**config.mk**
```make
export PLATFORM = sky130hd
export DESIGN_NAME = plot_arbiter_flat
export DESIGN_NICKNAME = d
export VERILOG_FILES = /design/src/rtl/plot_arbiter_pkg.sv /design/src/rtl/plot_arbiter_if.sv /design/src/rtl/plot_arbiter_rr_select.sv /design/src/rtl/plot_arbiter.sv /design/src/flat_wrapper.sv
export SDC_FILE = /design/constraint.sdc
export NUM_CORES = 1
export LEC_CHECK = 0
export ABC_AREA = 1
export CAP_MARGIN = 10
export CORE_MARGIN = 5
export CORE_UTILIZATION = 34
export CTS_BUF_LIST = sky130_fd_sc_hd__clkbuf_2
export DETAILED_ROUTE_END_ITERATION = 12
export GPL_ROUTABILITY_DRIVEN = 0
export PLACE_DENSITY_LB_ADDON = 0.2
export SETUP_SLACK_MARGIN = 0.1
export SKIP_LAST_GASP = 1
export SLEW_MARGIN = 20
export SYNTH_ARGS = -nofsm -noshare
export SYNTH_HDL_FRONTEND = slang
export SYNTH_HIERARCHICAL = 1
export SYNTH_SLANG_ARGS = --single-unit
export TNS_END_PERCENT = 10
```
**constraint.sdc**
```tcl
create_clock -name clk -period 3 [get_ports clk]
set_clock_uncertainty 0.1 [all_clocks]
set_input_delay 0.6 -clock clk [delete_from_list [all_inputs] [get_ports clk]]
set_output_delay 0.6 -clock clk [all_outputs]
set_load 0.005 [all_outputs]
```
**src/rtl/plot_arbiter_pkg.sv**
```systemverilog
// -----------------------------------------------------------------------------
// plot_pkg
// Shared definitions for the VGA plot-port arbiter:
//   - default coordinate / colour widths (160x120 screen, 3-bit colour)
//   - requester index constants
//   - arbiter FSM state encoding
// No ports (package).
// -----------------------------------------------------------------------------
package plot_pkg;

    localparam int X_W = 8;
    localparam int Y_W = 7;
    localparam int C_W = 3;

    localparam int REQ_PLAYER  = 0;
    localparam int REQ_BIRD    = 1;
    localparam int REQ_OVERLAY = 2;

    typedef enum logic {
        ST_IDLE  = 1'b0,
        ST_GRANT = 1'b1
    } state_t;

endpackage

```
**src/rtl/plot_arbiter_if.sv**
```systemverilog
// -----------------------------------------------------------------------------
// plot_arbiter_if
// Bundles the requester-side inputs and the VGA-side outputs of the arbiter.
//   master : drawing datapaths (drive req/plot_in/last_in and packed pixels,
//            observe gnt and the VGA write port)
//   slave  : the arbiter itself
// Packed buses: requester i uses bits [i*W +: W].
// -----------------------------------------------------------------------------
interface plot_arbiter_if #(
    parameter int NREQ = 3,
    parameter int X_W  = plot_pkg::X_W,
    parameter int Y_W  = plot_pkg::Y_W,
    parameter int C_W  = plot_pkg::C_W
);
    logic [NREQ-1:0]     req;
    logic [NREQ-1:0]     plot_in;
    logic [NREQ-1:0]     last_in;
    logic [NREQ*X_W-1:0] x_in;
    logic [NREQ*Y_W-1:0] y_in;
    logic [NREQ*C_W-1:0] colour_in;

    logic [NREQ-1:0]     gnt;
    logic [X_W-1:0]      x;
    logic [Y_W-1:0]      y;
    logic [C_W-1:0]      colour;
    logic                plot;
    logic                busy;
    logic                timeout_err;

    modport master (
        output req, plot_in, last_in, x_in, y_in, colour_in,
        input  gnt, x, y, colour, plot, busy, timeout_err
    );

    modport slave (
        input  req, plot_in, last_in, x_in, y_in, colour_in,
        output gnt, x, y, colour, plot, busy, timeout_err
    );
endinterface

```
**src/rtl/plot_arbiter_rr_select.sv**
```systemverilog
// -----------------------------------------------------------------------------
// rr_select
// Combinational round-robin pick: returns the first requester with req high
// at or after rr_ptr, wrapping circularly.
//   req     in  NREQ   request vector
//   rr_ptr  in  IDX_W  search start index (always < NREQ)
//   sel     out IDX_W  chosen requester (0 when none)
//   any_req out 1      at least one request is high
// -----------------------------------------------------------------------------
module rr_select #(
    parameter int NREQ  = 3,
    parameter int IDX_W = 2
) (
    input  logic [NREQ-1:0]  req,
    input  logic [IDX_W-1:0] rr_ptr,
    output logic [IDX_W-1:0] sel,
    output logic             any_req
);
    import plot_pkg::*;

    int cand;

    always_comb begin
        sel     = '0;
        any_req = 1'b0;
        cand    = 0;
        for (int k = 0; k < NREQ; k++) begin
            cand = int'(rr_ptr) + k;
            if (cand >= NREQ) begin
                cand = cand - NREQ;
            end
            // First hit in search order wins; later hits are ignored.
            if (!any_req && req[cand]) begin
                sel     = IDX_W'(cand);
                any_req = 1'b1;
            end
        end
    end
endmodule

```
**src/rtl/plot_arbiter.sv**
```systemverilog
// -----------------------------------------------------------------------------
// plot_arbiter
// Shares the single VGA adapter write port between NREQ pixel requesters
// (player crosshair, bird sprite, background/score overlay). Round-robin,
// one owner at a time, bursts terminated by last, and a stall timeout that
// revokes a grant after TIMEOUT cycles without an accepted pixel.
//   clk    in   system clock
//   reset  in   asynchronous active-high reset
//   bus    slave modport of plot_arbiter_if:
//          req/plot_in/last_in/x_in/y_in/colour_in from requesters,
//          gnt (one-hot), x/y/colour/plot to the VGA adapter, busy,
//          timeout_err (one-cycle pulse on timeout revocation)
// All outputs are registered; an accepted pixel appears on the port one
// cycle after its plot_in.
// -----------------------------------------------------------------------------
module plot_arbiter #(
    parameter int NREQ    = 3,
    parameter int X_W     = plot_pkg::X_W,
    parameter int Y_W     = plot_pkg::Y_W,
    parameter int C_W     = plot_pkg::C_W,
    parameter int TIMEOUT = 256
) (
    input  logic          clk,
    input  logic          reset,
    plot_arbiter_if.slave bus
);
    import plot_pkg::*;

    localparam int IDX_W = (NREQ > 1) ? $clog2(NREQ) : 1;
    localparam int CNT_W = (TIMEOUT > 1) ? $clog2(TIMEOUT) : 1;
    localparam logic [CNT_W-1:0] CNT_LAST = CNT_W'(TIMEOUT - 1);
    localparam logic [IDX_W-1:0] IDX_LAST = IDX_W'(NREQ - 1);

    // Unpacked per-requester views of the packed pixel buses.
    logic [X_W-1:0] x_arr      [NREQ];
    logic [Y_W-1:0] y_arr      [NREQ];
    logic [C_W-1:0] colour_arr [NREQ];

    generate
        for (genvar gi = 0; gi < NREQ; gi++) begin : g_unpack
            assign x_arr[gi]      = bus.x_in[gi*X_W +: X_W];
            assign y_arr[gi]      = bus.y_in[gi*Y_W +: Y_W];
            assign colour_arr[gi] = bus.colour_in[gi*C_W +: C_W];
        end
    endgenerate

    state_t           state_reg;
    logic [IDX_W-1:0] rr_ptr_reg;
    logic [IDX_W-1:0] owner_reg;
    logic [CNT_W-1:0] cnt_reg;
    logic [NREQ-1:0]  gnt_reg;
    logic [X_W-1:0]   x_reg;
    logic [Y_W-1:0]   y_reg;
    logic [C_W-1:0]   colour_reg;
    logic             plot_reg;
    logic             busy_reg;
    logic             timeout_err_reg;

    logic [IDX_W-1:0] sel;
    logic             any_req;

    rr_select #(
        .NREQ  (NREQ),
        .IDX_W (IDX_W)
    ) u_rr_select (
        .req     (bus.req),
        .rr_ptr  (rr_ptr_reg),
        .sel     (sel),
        .any_req (any_req)
    );

    logic             granted;
    logic             own_req;
    logic             accept;
    logic             timeout_hit;
    logic             release_now;
    logic [IDX_W-1:0] ptr_next;

    assign granted     = (state_reg == ST_GRANT);
    assign own_req     = bus.req[owner_reg];
    assign accept      = granted & own_req & bus.plot_in[owner_reg];
    // An accepted pixel always beats the stall limit; a dropped req is never a timeout.
    assign timeout_hit = granted & own_req & ~accept & (cnt_reg == CNT_LAST);
    assign release_now = granted & (~own_req | (accept & bus.last_in[owner_reg]) | timeout_hit);
    assign ptr_next    = (owner_reg == IDX_LAST) ? '0 : owner_reg + 1'b1;

    always_ff @(posedge clk or posedge reset) begin
        if (reset) begin
            state_reg       <= ST_IDLE;
            rr_ptr_reg      <= '0;
            owner_reg       <= '0;
            cnt_reg         <= '0;
            gnt_reg         <= '0;
            x_reg           <= '0;
            y_reg           <= '0;
            colour_reg      <= '0;
            plot_reg        <= 1'b0;
            busy_reg        <= 1'b0;
            timeout_err_reg <= 1'b0;
        end else begin
            plot_reg        <= 1'b0;
            timeout_err_reg <= 1'b0;
            case (state_reg)
                ST_IDLE: begin
                    if (any_req) begin
                        state_reg <= ST_GRANT;
                        owner_reg <= sel;
                        gnt_reg   <= NREQ'(1) << sel;
                        busy_reg  <= 1'b1;
                        cnt_reg   <= '0;
                    end
                end
                ST_GRANT: begin
                    if (accept) begin
                        plot_reg   <= 1'b1;
                        x_reg      <= x_arr[owner_reg];
                        y_reg      <= y_arr[owner_reg];
                        colour_reg <= colour_arr[owner_reg];
                    end
                    if (release_now) begin
                        state_reg       <= ST_IDLE;
                        gnt_reg         <= '0;
                        busy_reg        <= 1'b0;
                        rr_ptr_reg      <= ptr_next;
                        timeout_err_reg <= timeout_hit;
                    end else if (accept) begin
                        cnt_reg <= '0;
                    end else begin
                        cnt_reg <= cnt_reg + 1'b1;
                    end
                end
                default: begin
                    state_reg <= ST_IDLE;
                    gnt_reg   <= '0;
                    busy_reg  <= 1'b0;
                end
            endcase
        end
    end

    assign bus.gnt         = gnt_reg;
    assign bus.x           = x_reg;
    assign bus.y           = y_reg;
    assign bus.colour      = colour_reg;
    assign bus.plot        = plot_reg;
    assign bus.busy        = busy_reg;
    assign bus.timeout_err = timeout_err_reg;
endmodule

```
**src/flat_wrapper.sv**
```systemverilog
// flat-port wrapper written by rule: the top's interface ports become plain ports
module plot_arbiter_flat import plot_pkg::*;
#(
    parameter int NREQ    = 3,
    parameter int X_W     = plot_pkg::X_W,
    parameter int Y_W     = plot_pkg::Y_W,
    parameter int C_W     = plot_pkg::C_W,
    parameter int TIMEOUT = 256
)
  (clk, reset, bus_req, bus_plot_in, bus_last_in, bus_x_in, bus_y_in, bus_colour_in, bus_gnt, bus_x, bus_y, bus_colour, bus_plot, bus_busy, bus_timeout_err);
  plot_arbiter_if #(.NREQ(NREQ), .X_W(X_W), .Y_W(Y_W), .C_W(C_W)) bus_i ();
  input  logic clk;
  input  logic reset;
  input wire logic [$bits(bus_i.req)-1:0] bus_req;
  input wire logic [$bits(bus_i.plot_in)-1:0] bus_plot_in;
  input wire logic [$bits(bus_i.last_in)-1:0] bus_last_in;
  input wire logic [$bits(bus_i.x_in)-1:0] bus_x_in;
  input wire logic [$bits(bus_i.y_in)-1:0] bus_y_in;
  input wire logic [$bits(bus_i.colour_in)-1:0] bus_colour_in;
  output wire logic [$bits(bus_i.gnt)-1:0] bus_gnt;
  output wire logic [$bits(bus_i.x)-1:0] bus_x;
  output wire logic [$bits(bus_i.y)-1:0] bus_y;
  output wire logic [$bits(bus_i.colour)-1:0] bus_colour;
  output wire logic [$bits(bus_i.plot)-1:0] bus_plot;
  output wire logic [$bits(bus_i.busy)-1:0] bus_busy;
  output wire logic [$bits(bus_i.timeout_err)-1:0] bus_timeout_err;
  assign bus_i.req = bus_req;
  assign bus_i.plot_in = bus_plot_in;
  assign bus_i.last_in = bus_last_in;
  assign bus_i.x_in = bus_x_in;
  assign bus_i.y_in = bus_y_in;
  assign bus_i.colour_in = bus_colour_in;
  assign bus_gnt = bus_i.gnt;
  assign bus_x = bus_i.x;
  assign bus_y = bus_i.y;
  assign bus_colour = bus_i.colour;
  assign bus_plot = bus_i.plot;
  assign bus_busy = bus_i.busy;
  assign bus_timeout_err = bus_i.timeout_err;
  plot_arbiter #(.NREQ(NREQ), .X_W(X_W), .Y_W(Y_W), .C_W(C_W), .TIMEOUT(TIMEOUT)) u_core (.clk(clk), .reset(reset), .bus(bus_i));
endmodule
```
# [Word-level counts from Yosys, hierarchy flattened]
# Index checks and enable logic that the tools add are counted.
[classes] add_sub_neg=7 n_mul=0 div=0 order_cmp=8 n_eq_ne=5 shifts=1 mux=51 bitwise=12 n_reduce_logical=9
[op_table] operator="32-bit by 4-bit < comparator with 1-bit output, second input constant" count=3
[op_table] operator="32-bit 2-to-1 mux" count=3
[op_table] operator="8-bit 2-to-1 mux" count=5
[op_table] operator="1-bit 2-to-1 mux" count=20
[op_table] operator="8-bit binary-select mux with 2-bit select" count=1
[op_table] operator="8-bit case mux with 2 select lines" count=1
[op_table] operator="7-bit binary-select mux with 2-bit select" count=1
[op_table] operator="7-bit 2-to-1 mux" count=2
[op_table] operator="1-bit binary-select mux with 2-bit select" count=6
[op_table] operator="3-bit 2-to-1 mux" count=4
[op_table] operator="2-bit AND reduction" count=5
[op_table] operator="8-bit by 1-bit adder with 8-bit output, second input constant" count=1
[op_table] operator="8-bit equality test, second input constant" count=1
[op_table] operator="2-bit 2-to-1 mux" count=4
[op_table] operator="3-bit by 2-bit subtractor with 4-bit output, second input constant" count=2
[op_table] operator="1-bit bitwise AND" count=6
[op_table] operator="3-bit binary-select mux with 2-bit select" count=1
[op_table] operator="3-bit by 2-bit >= comparator with 1-bit output, second input constant" count=2
[op_table] operator="3-bit case mux with 2 select lines" count=1
[op_table] operator="2-bit != test, second input constant" count=2
[op_table] operator="1-bit case mux with 2 select lines" count=2
[op_table] operator="2-bit by 1-bit adder with 3-bit output, second input constant" count=1
[op_table] operator="2-bit by 2-bit adder with 3-bit output, second input constant" count=1
[op_table] operator="3-bit >= comparator, second input constant" count=1
[op_table] operator="12 further kinds" count=17
[word_totals] ff_bits=37 latch_bits=0 ram_bits=0 rom_bits=0 in_bits=65 n_memories=0

# [Depth between registers and ports, before layout]
# Gate-level depths: netlist of run 1.
[depth] ltp_word=15 depth_mapped=14 depth_no_buf=14

# [By module]
# Netlist of run 1, hierarchy kept.
[by_module_without_submodules] mod="plot_arbiter" n_inst=1 cells_per_inst=249 area_per_inst_um2=2044.5 seq_area_each_um2=925.9
[by_module_without_submodules] mod="rr_select" n_inst=1 cells_per_inst=51 area_per_inst_um2=240.2 seq_area_each_um2=0.0

# [Worst setup path after synthesis of run 1]
# OpenSTA, ideal clock, no wires.
[synth_timing] kind="reg2reg" start="register u_core.rr_ptr_reg[0]" end="register u_core.owner_reg[0]" setup_time_ns=0.133 t_arrival_ns=1.856 slack_ns=0.911 stages_incl_launch_ff=14 period_less_slack_ns=2.089 cell_sequence="dfrtp_1 > inv_1 > ha_1 > inv_2 > nand2_1 > nand3_1 > nand2_1 > nand2_1 > or2_1 > inv_1 > nor2_1 > inv_1 > clkbuf_1 > a21oi_1"
[synth_via] elab_chain_len=13 word_cells_on_any_way=31 classes_between="5 x add/sub; 3 x order compare; 18 x mux; 5 x reduce/logical"
[synth_lines] item="from (decl)" line="plot_arbiter.sv:48" text="logic [IDX_W-1:0] rr_ptr_reg;"
[synth_lines] item="from (signal assigned)" line="plot_arbiter.sv:124" text="rr_ptr_reg <= ptr_next;"
[synth_lines] item="branches (longest 11 deep; another with 3-bit by 2-bit subtractor with 4-bit output)"
[synth_lines] item="1-bit 2-to-1 mux *" line="plot_arbiter_rr_select.sv:33" text="if (!any_req && req[cand]) begin"
[synth_lines] item="named net u_core.any_req" line="plot_arbiter.sv:60" text="logic any_req;"
[synth_lines] item="2-bit AND reduction (no source line) *"
[synth_lines] item="to (signal assigned)" line="plot_arbiter.sv:107" text="owner_reg <= sel;"
[synth_lines] item="to (decl)" line="plot_arbiter.sv:49" text="logic [IDX_W-1:0] owner_reg;"
# Mark *: on every way through the listed nets, which the timed path passes. The select of a mux whose other input is x is not followed.
# A chain may end at the register's enable or synchronous reset.

# [Worst setup path after layout of run 1]
[layout_timing] start="register u_core.rr_ptr_reg[0]" end="register u_core.gnt_reg[0] (netlist: u_core/bus.gnt[0])"
[layout_via] word_cells_on_any_way=35 classes_between="5 x add/sub; 3 x order compare; 1 x eq/ne; 1 x shift; 20 x mux; 5 x reduce/logical"
[layout_lines] item="branches (longest 11 deep; another with 3-bit by 2-bit subtractor with 4-bit output)"
[layout_lines] item="1-bit 2-to-1 mux *" line="plot_arbiter_rr_select.sv:33"
[layout_lines] item="named net u_core.any_req" line="plot_arbiter.sv:60"
[layout_lines] item="2-bit by 1-bit != test with 1-bit output (no source line) *"
[layout_lines] item="2-bit AND reduction (no source line) *"
[layout_lines] item="to (signal assigned)" line="plot_arbiter.sv:108" text="gnt_reg <= NREQ'(1) << sel;"
[layout_lines] item="to (decl)" line="plot_arbiter.sv:51" text="logic [NREQ-1:0] gnt_reg;"
# Marks and branches as above.

==> summary by stage, run 1 <==
Global route
Entering global routing, the biggest net connects 38 pins. The initial antenna violation count is 0. The total routing resource utilization after global routing is 15.7%. The first global-routing pass estimated 10800 um of wire.

Global routing finished with a remaining overflow of 0. The via count of the first global-routing pass is 2349.

Worst setup path
The type of destination of the critical path is a register. Traced cell by cell, the critical path runs through inv_1 -> ha_1 -> inv_2 -> nand2_1 -> nand3_1 -> nand2_1 -> nand2_1 -> or2_1 -> inv_1 -> nor2_1 -> inv_1 -> nor2_1 -> nand2_1 -> nand2_1. The setup path with the least slack is of type register to register. In this run the critical register-to-register path is launched from u_core/rr_ptr_reg[0]. The data required time at the worst endpoint is 3.19 ns. For flop-to-flop paths, the worst setup slack is 0.60 ns.

The cell seen most often among critical-path stages is nand2_1. The cell with the biggest individual delay on the critical path is dfrtp_1. The endpoint identified for the worst register-to-register timing path is u_core/bus.gnt[0]. The type of origin of the critical path is a register. The worst reg2reg path depth is 14. The critical path runs through a total of 14 cells.

The start point of the critical path is u_core/rr_ptr_reg[0]. In this run the worst path has a maximum fanout of 15. For the worst setup path, the data arrival time is 2.58 ns.

The number of buffers and inverters on the critical path is 4. In this run the worst setup path terminates at u_core/bus.gnt[0]. Among cell families on the critical path, the largest total delay comes from simple AND/OR/NAND/NOR gates. On the worst path, the slowest cell contributes a delay of 0.44 ns.

Clock network
The number of H-tree levels is 2. The number of setup buffers added after CTS is 0. No sink is reached through more buffers than the 2 on the longest clock path.

The number of hold buffers added after CTS was 0. Clock tree synthesis selected as its root buffer the cell clkbuf_2. After clock tree synthesis, the repair step resized 0 gates. After clock tree synthesis, the clock-pin slew on the worst setup and hold paths is 0.18 ns. In this run, CTS created clock tree buffers numbering 5. For the worst-skew pair, the clock arrives at the later sink with an insertion delay of 0.39 ns. The clock net in this run drives a total of 37 sinks.

TritonCTS built the clock tree.

Worst hold path
The class of the most critical hold timing path is register to register.

STA
The part of the cycle the worst path needs is 79.9%. The final sum of negative setup slack is 0 ns. The slew of the pin with the lowest slew margin is 0.721 ns.

Measured against its own limit, the worst slew margin works out to 51.9%. The final count of hold timing violations came to 0. On the final layout, the worst hold slack is 0.396 ns. The final max-slew violation count came to 0. After layout, the minimum clock period comes to 2.40 ns. Based on the critical path, the design can be clocked at up to 417 MHz. The final-report setup violation count is 0.

Setup repair after global routing left no endpoint under its margin.

Yosys
The gate count after technology mapping is 300. The count of state elements after synthesis is 37. The synthesized netlist occupies a cell area of 2280 sq um.

The number of distinct library cell variants in the gate-level netlist after synthesis is 27. The average instance in the mapped netlist occupies 7.62 sq um. The number of nets in the synthesized netlist is 369.

The portion of the post-synthesis area used by sequential elements is 40.5%. Yosys printed 6 warnings.

Drt
The final routed wire length divided by cell count is 13.6 um. For this run, the detailed router's first-pass iteration total came to 4. The number of design-rule violations left by the first detailed-router iteration is 73.

In the detailed route, the total length drawn on met2 is 2780 um. The detailed-route wire length is 6290 um. The detailed-route vias per instance is 4.98. The routed length on met3 is 673 um. In the routed design, unresolved DRC markers number 0. The detailed-route wire length on metal 1 is 2660 um. The remaining antenna violation count is 0. The detailed-route via count is 2304. The detailed router used layers up to and including met4.

Cells and area
The count of inserted antenna diode cells is 0. Summing all flip-flop and latch instances after layout gives 926 sq um. The final layout net count is 454. The number of inserted filler cells in the final layout is 646. The post-route netlist has 7.51% of its cells at a drive strength greater than 1. The multi-input combinational cells in the finished layout cover a total of 1170 sq um. The layout overhead on the synthesized area is 44.4%.

Floorplan
The overall die area is 8460 sq um. The floorplan step set the die width to 92.0 um. The vertical die dimension is 92.0 um. The initial cell density of the core is 35.4%. 89 I/O pins were placed. The row count is 29. The floorplan core area is 6460 sq um.

Placed design
Detailed placement ended at an HPWL of 4860 um. Port buffering added 88 buffers.

Flow run
The number of violations of the max-capacitance limit is 0.

Power and ir drop
The power density of the placed cells is 837 nW/um^2. VDD sags by at most 0.000298 V. For this design the static power due to leakage is 1.54 nW.

Outcome
The run finished with clean final reports.
## cells in the mapped netlist
cell,instances,share of area [%]
inv_2,5,0.82
o21ai_1,1,0.22
buf_2,6,1.3
buf_4,1,0.33
o21ai_0,3,0.66
nand2_2,4,1.1
xor2_1,3,1.2
or2_1,1,0.27
nor2_1,7,1.2
o21a_1,18,5.9
a21oi_1,2,0.44
ha_1,4,2.2
nor2_2,1,0.27
nor2_8,2,1.8
nand4_1,22,6.0
nor2_4,1,0.49
inv_1,26,4.3
nor3_1,1,0.22
nand2_1,93,15
buf_6,2,0.99
nand3_1,48,11
dfrtp_1,37,41
xnor2_1,2,0.77
nand3_2,3,1.3
clkbuf_1,4,0.66
nand4_2,2,1.1
a31oi_1,1,0.27
## layer usage
layer / vias to the layer above / GRT usage [%]
met3: 16 / 7.36
met5: - / 0
met2: 96 / 25.5
met1: 1034 / 18.0
li1: 1158 / -
met4: 0 / 6.19
## placed cells by master, fill, tap and decap left out
cell              n
nand2_1          93
clkdlybuf4s50_1  88
nand3_1          48
dfrtp_1          37
inv_1            26
nand4_1          22
o21a_1           18
nor2_1            7
clkbuf_2          5
inv_2             5
nand2_2           4
ha_1              4
nand3_2           3
xor2_1            3
o21ai_0           3
buf_4             3
bufinv_16         2
nor2_8            2
nand4_2           2
a21oi_1           2
xnor2_1           2
clkinv_2          1
nor2_4            1
nor2_2            1
o21ai_1           1
or2_1             1
nor3_1            1
a31oi_1           1
## layout make-up
| class | count | share of cell area, % |
|---|---|---|
| timing repair buffer | 91 | 27.4 |
| clock inverter | 3 | 1.97 |
| clock buffer | 5 | 0.758 |
| multi-input combinational | 219 | 35.4 |
| sequential | 37 | 28.1 |
| tap | 77 | 2.92 |
| inverter | 31 | 3.53 |
## cell families (layout without fill, tap and decap cells)
family	after synthesis	in the layout	share of synthesized area [%]
compound gates	25	25	7.50
xor+xnor	5	5	1.92
fa+ha+maj	4	4	2.19
buf+inv	44	130	8.38
flops	37	37	40.5
simple gates	185	185	39.5
## report_power, final
| part | total, mW | switching (mW) | internal [mW] |
|---|---|---|---|
| clock | 0.394 | 0.171 | 0.223 |
| combinational | 1.53 | 0.828 | 0.706 |
| sequential | 0.831 | 0.141 | 0.691 |
| total | 2.76 | 1.14 | 1.62 |
## tightest hold or removal path, cell delays in order (launching register included)
cell and delay, ns:
dfrtp_1 0.38, nand2_1 0.05, nand2_1 0.04
## through the flow
stage / cell area, sq um / setup slack, ns / power, mW / utilization, % / std cells
2_1_floorplan: 2280 / 0.911 / 1.79 / - / 300
3_3_place_gp: 3210 / 0.423 / 2.37 / 49.7 / 455
3_5_place_dp: 3210 / 0.348 / 2.39 / 49.7 / 455
4_1_cts: 3300 / 0.606 / 2.79 / 51.1 / 463
5_1_grt: 3300 / 0.285 / 3.03 / 51.1 / 463
6_report: 3300 / 0.603 / 2.76 / 51.1 / 463
## worst min path at each step
stage,cells after the start,start,endpoint,slack [ns]
floorplan,2,u_core/bus.busy,u_core/bus.busy,0.37
global placement,2,u_core/bus.busy,u_core/bus.busy,0.36
detailed placement,2,u_core/bus.busy,u_core/bus.busy,0.37
CTS,2,u_core/bus.busy,u_core/bus.busy,0.41
global route,1,u_core/bus.y[2],u_core/bus.y[2],0.44
finish,2,u_core/bus.busy,u_core/bus.busy,0.40
Note: power is estimated with default switching activity, not from simulation.
==> run 2: changes to the inputs <==
- clock period: 3 -> 2.3 ns (I/O delays scaled with it)
==> run 2 against run 1 <==
Routed wire length is 2.4% lower. Worst hold slack worse by 0.031 ns. Sequential share of layout area is 0.19 points lower. Final cell count is 1.3% higher. Clock power is 25% lower. Count of clock-buffer cells in the layout is 1 higher. Critical path type unchanged.
==> summary by stage, run 2 (synthesis gave the netlist of run 1 again) <==
Clock network
The clock tree from TritonCTS is built (unchanged). The clock-pin slew on the worst setup and hold paths is 0.20 ns (was 0.18 ns). The number of H-tree levels is 2 (unchanged). The number of buffers between clock root and the deepest sink is 2 (unchanged). The clock insertion delay at the later pin of the skew report was 0.38 ns (was 0.39 ns). The total CTS buffers is 5 (unchanged). The number of buffers added to fix hold violations after cts came to 0 (unchanged). The clock tree root driver cell is clkbuf_2 (unchanged). The clock sink total is 37 (unchanged).

Worst setup path
The sum of buffers and inverters on the critical path is 5 (was 4). Critical path cell sequence: inv_1 -> ha_1 -> inv_2 -> nand2_1 -> nand3_1 -> nand2_2 -> nand2_1 -> or2_1 -> inv_1 -> nor2_1 -> inv_2 -> buf_12 -> nand3_1 -> nand2_1 (was inv_1 -> ha_1 -> inv_2 -> nand2_1 -> nand3_1 -> nand2_1 -> nand2_1 -> or2_1 -> inv_1 -> nor2_1 -> inv_1 -> nor2_1 -> nand2_1 -> nand2_1). The beginning of the worst register-to-register path is u_core/rr_ptr_reg[1] (was u_core/rr_ptr_reg[0]). The highest net fanout along the worst path is 14 (was 15).

The cell seen most often among critical-path stages is nand2_1 (unchanged). The category of cells accounting for the largest share of critical-path delay was simple AND/OR/NAND/NOR gates (unchanged). The stage delay of the slowest cell on the critical path is 0.46 ns (was 0.44 ns). The critical path arrival was 2.23 ns (was 2.58 ns). The category of the most critical setup path is register to register (unchanged). The type of origin of the critical path is a register (unchanged). The cell with the biggest individual delay on the critical path is dfrtp_1 (unchanged). The type of destination of the critical path is a register (unchanged). The data required time at the worst endpoint is 2.52 ns (was 3.19 ns).

The start point of the critical path is u_core/rr_ptr_reg[1] (was u_core/rr_ptr_reg[0]).

STA
The part of the cycle the worst path needs came to 87.3% (was 79.9%). The worst hold-check slack is 0.365 ns (was 0.396 ns). The final-report setup violation count came to 0 (unchanged). The final max-slew violation count was 0 (unchanged).

The worst relative slew slack was 52.6% (was 51.9%). The fmax is 498 MHz (was 417 MHz). The final count of hold timing violations is 0 (unchanged). The slew of the pin with the lowest slew margin is 0.710 ns (was 0.721 ns).

The minimum period implied by the final worst setup slack is 2.01 ns (was 2.40 ns). Unrepaired setup endpoints after global routing: no (unchanged). The final sum of negative setup slack is 0 ns (unchanged).

Floorplan
The overall die area is 8460 sq um (unchanged). The horizontal die dimension is 92.0 um (unchanged). The initial cell density of the core is 35.4% (unchanged). The row count is 29 (unchanged). The floorplan core area is 6460 sq um (unchanged). The number of top-level pins is 89 (unchanged). The vertical die dimension is 92.0 um (unchanged).

Cells and area
The number of inserted filler cells in the final layout is 648 (was 646). Commonest non-fill, non-tap cells in the layout: nand2_1, clkdlybuf4s50_1, nand3_1 (unchanged). The ratio of cells with drive above 1 in the final layout is 9.95% (was 7.51%). The post-layout instance count excluding filler cells is 469 (was 463). The layout overhead on the synthesized area came to 45.4% (was 44.4%). The final layout net count is 460 (was 454).

The most frequent standard cell in the layout excluding fill and tap cells is nand2_1 (unchanged). The count of inserted antenna diode cells is 0 (unchanged).

Drt
The number of design-rule violations left by the first detailed-router iteration is 68 (was 73). The number of design rule violations left after detail routing was 0 (unchanged). The detailed-route via count is 2316 (was 2304). The number of iterations in the first detailed-routing pass is 4 (unchanged). The detailed-route wire length came to 6140 um (was 6290 um). The detailed-route vias per instance came to 4.94 (was 4.98).

The final routed wire length divided by cell count was 13.1 um (was 13.6 um). The remaining antenna violation count is 0 (unchanged).

Power and ir drop
The power density of the placed cells is 1060 nW/um^2 (was 837 nW/um^2). The overall power of the completed layout is 3.53 mW (was 2.76 mW). The leakage power summed over all cells is 1.55 nW (was 1.54 nW). The maximum resistive drop on vdd came to 0.000330 V (was 0.000298 V).

Placed design
The cell count after placement came to 461 (was 455). The number of buffer cells added on primary ports is 88 (unchanged). The HPWL reported at the end of detailed placement is 4810 um (was 4860 um).

Global route
The pin count of the biggest net entering global routing was 38 (unchanged). The via count of the first global-routing pass is 2379 (was 2349). The total routing resource utilization after global routing is 15.3% (was 15.7%). The global-route wire length before repair is 10600 um (was 10800 um). The initial antenna violation count is 0 (unchanged).

The global route total overflow came to 0 (unchanged).

Flow run
The number of violations of the max-capacitance limit was 0 (unchanged).

Worst hold path
The class of the most critical hold timing path is input pin to asynchronous set/reset pin (was register to register).

Outcome
Outcome: complete, no violations (unchanged).
## run 2: per-layer routing
layer / GRT usage [%] / vias up / wire length (um)
met5: 0 / - / 0
met4: 4.58 / 0 / 108
met3: 7.20 / 12 / 710
met2: 25.0 / 100 / 2690
met1: 17.8 / 1030 / 2630
li1: - / 1174 / -
## run 2: layout make-up
cell class	instances	area [sq um]	area share (%)
clock inverters	2	10.0	0.301
repair buffers	97	961	28.9
well taps	77	96.3	2.90
flip-flops and latches	37	926	27.9
inverters	31	116	3.50
multi-input cells	219	1180	35.6
clock buffers	6	30.0	0.904
## run 2: path summary, 6_finish.rpt
check | endpoint | slack [ns] | cells after the start
setup / recovery | u_core/cnt_reg[1] | 0.29 | 14
hold / removal | u_core/bus.y[2] | 0.36 | 3
setup reg to reg | u_core/cnt_reg[1] | 0.29 | 14
hold reg to reg | u_core/bus.busy | 0.40 | 2
max in group asynchronous | u_core/cnt_reg[3] | 1.39 | 3
min in group clk | u_core/bus.busy | 0.40 | 2
## run 2: worst min-delay path, stage by stage
cell and delay, ns:
clkdlybuf4s50_1 0.40, inv_1 0.05, buf_4 0.40
## run 2: timing repair
item                                    CTS  global route
endpoints found under the hold margin     0             0
resized for setup                         0             5
endpoints found under the setup margin    0            15
setup buffers                             0             0
## run 2: metrics by stage
| stage | worst slack [ns] | instance area (sq um) | util (%) |
|---|---|---|---|
| detailed placement | 0.0548 | 3270 | 50.6 |
| global placement | 0.0824 | 3270 | 50.6 |
| global route | 0.101 | 3320 | 51.4 |
| floorplan | 0.211 | 2280 | - |
| CTS | 0.178 | 3310 | 51.2 |
| finish | 0.292 | 3320 | 51.4 |
## run 2: where the power goes
group / switching [mW] / internal, mW / total, mW
combinational: 1.08 / 1.05 / 2.13
sequential: 0.202 / 0.900 / 1.10
clock: 0.217 / 0.0766 / 0.294
total: 1.50 / 2.02 / 3.53
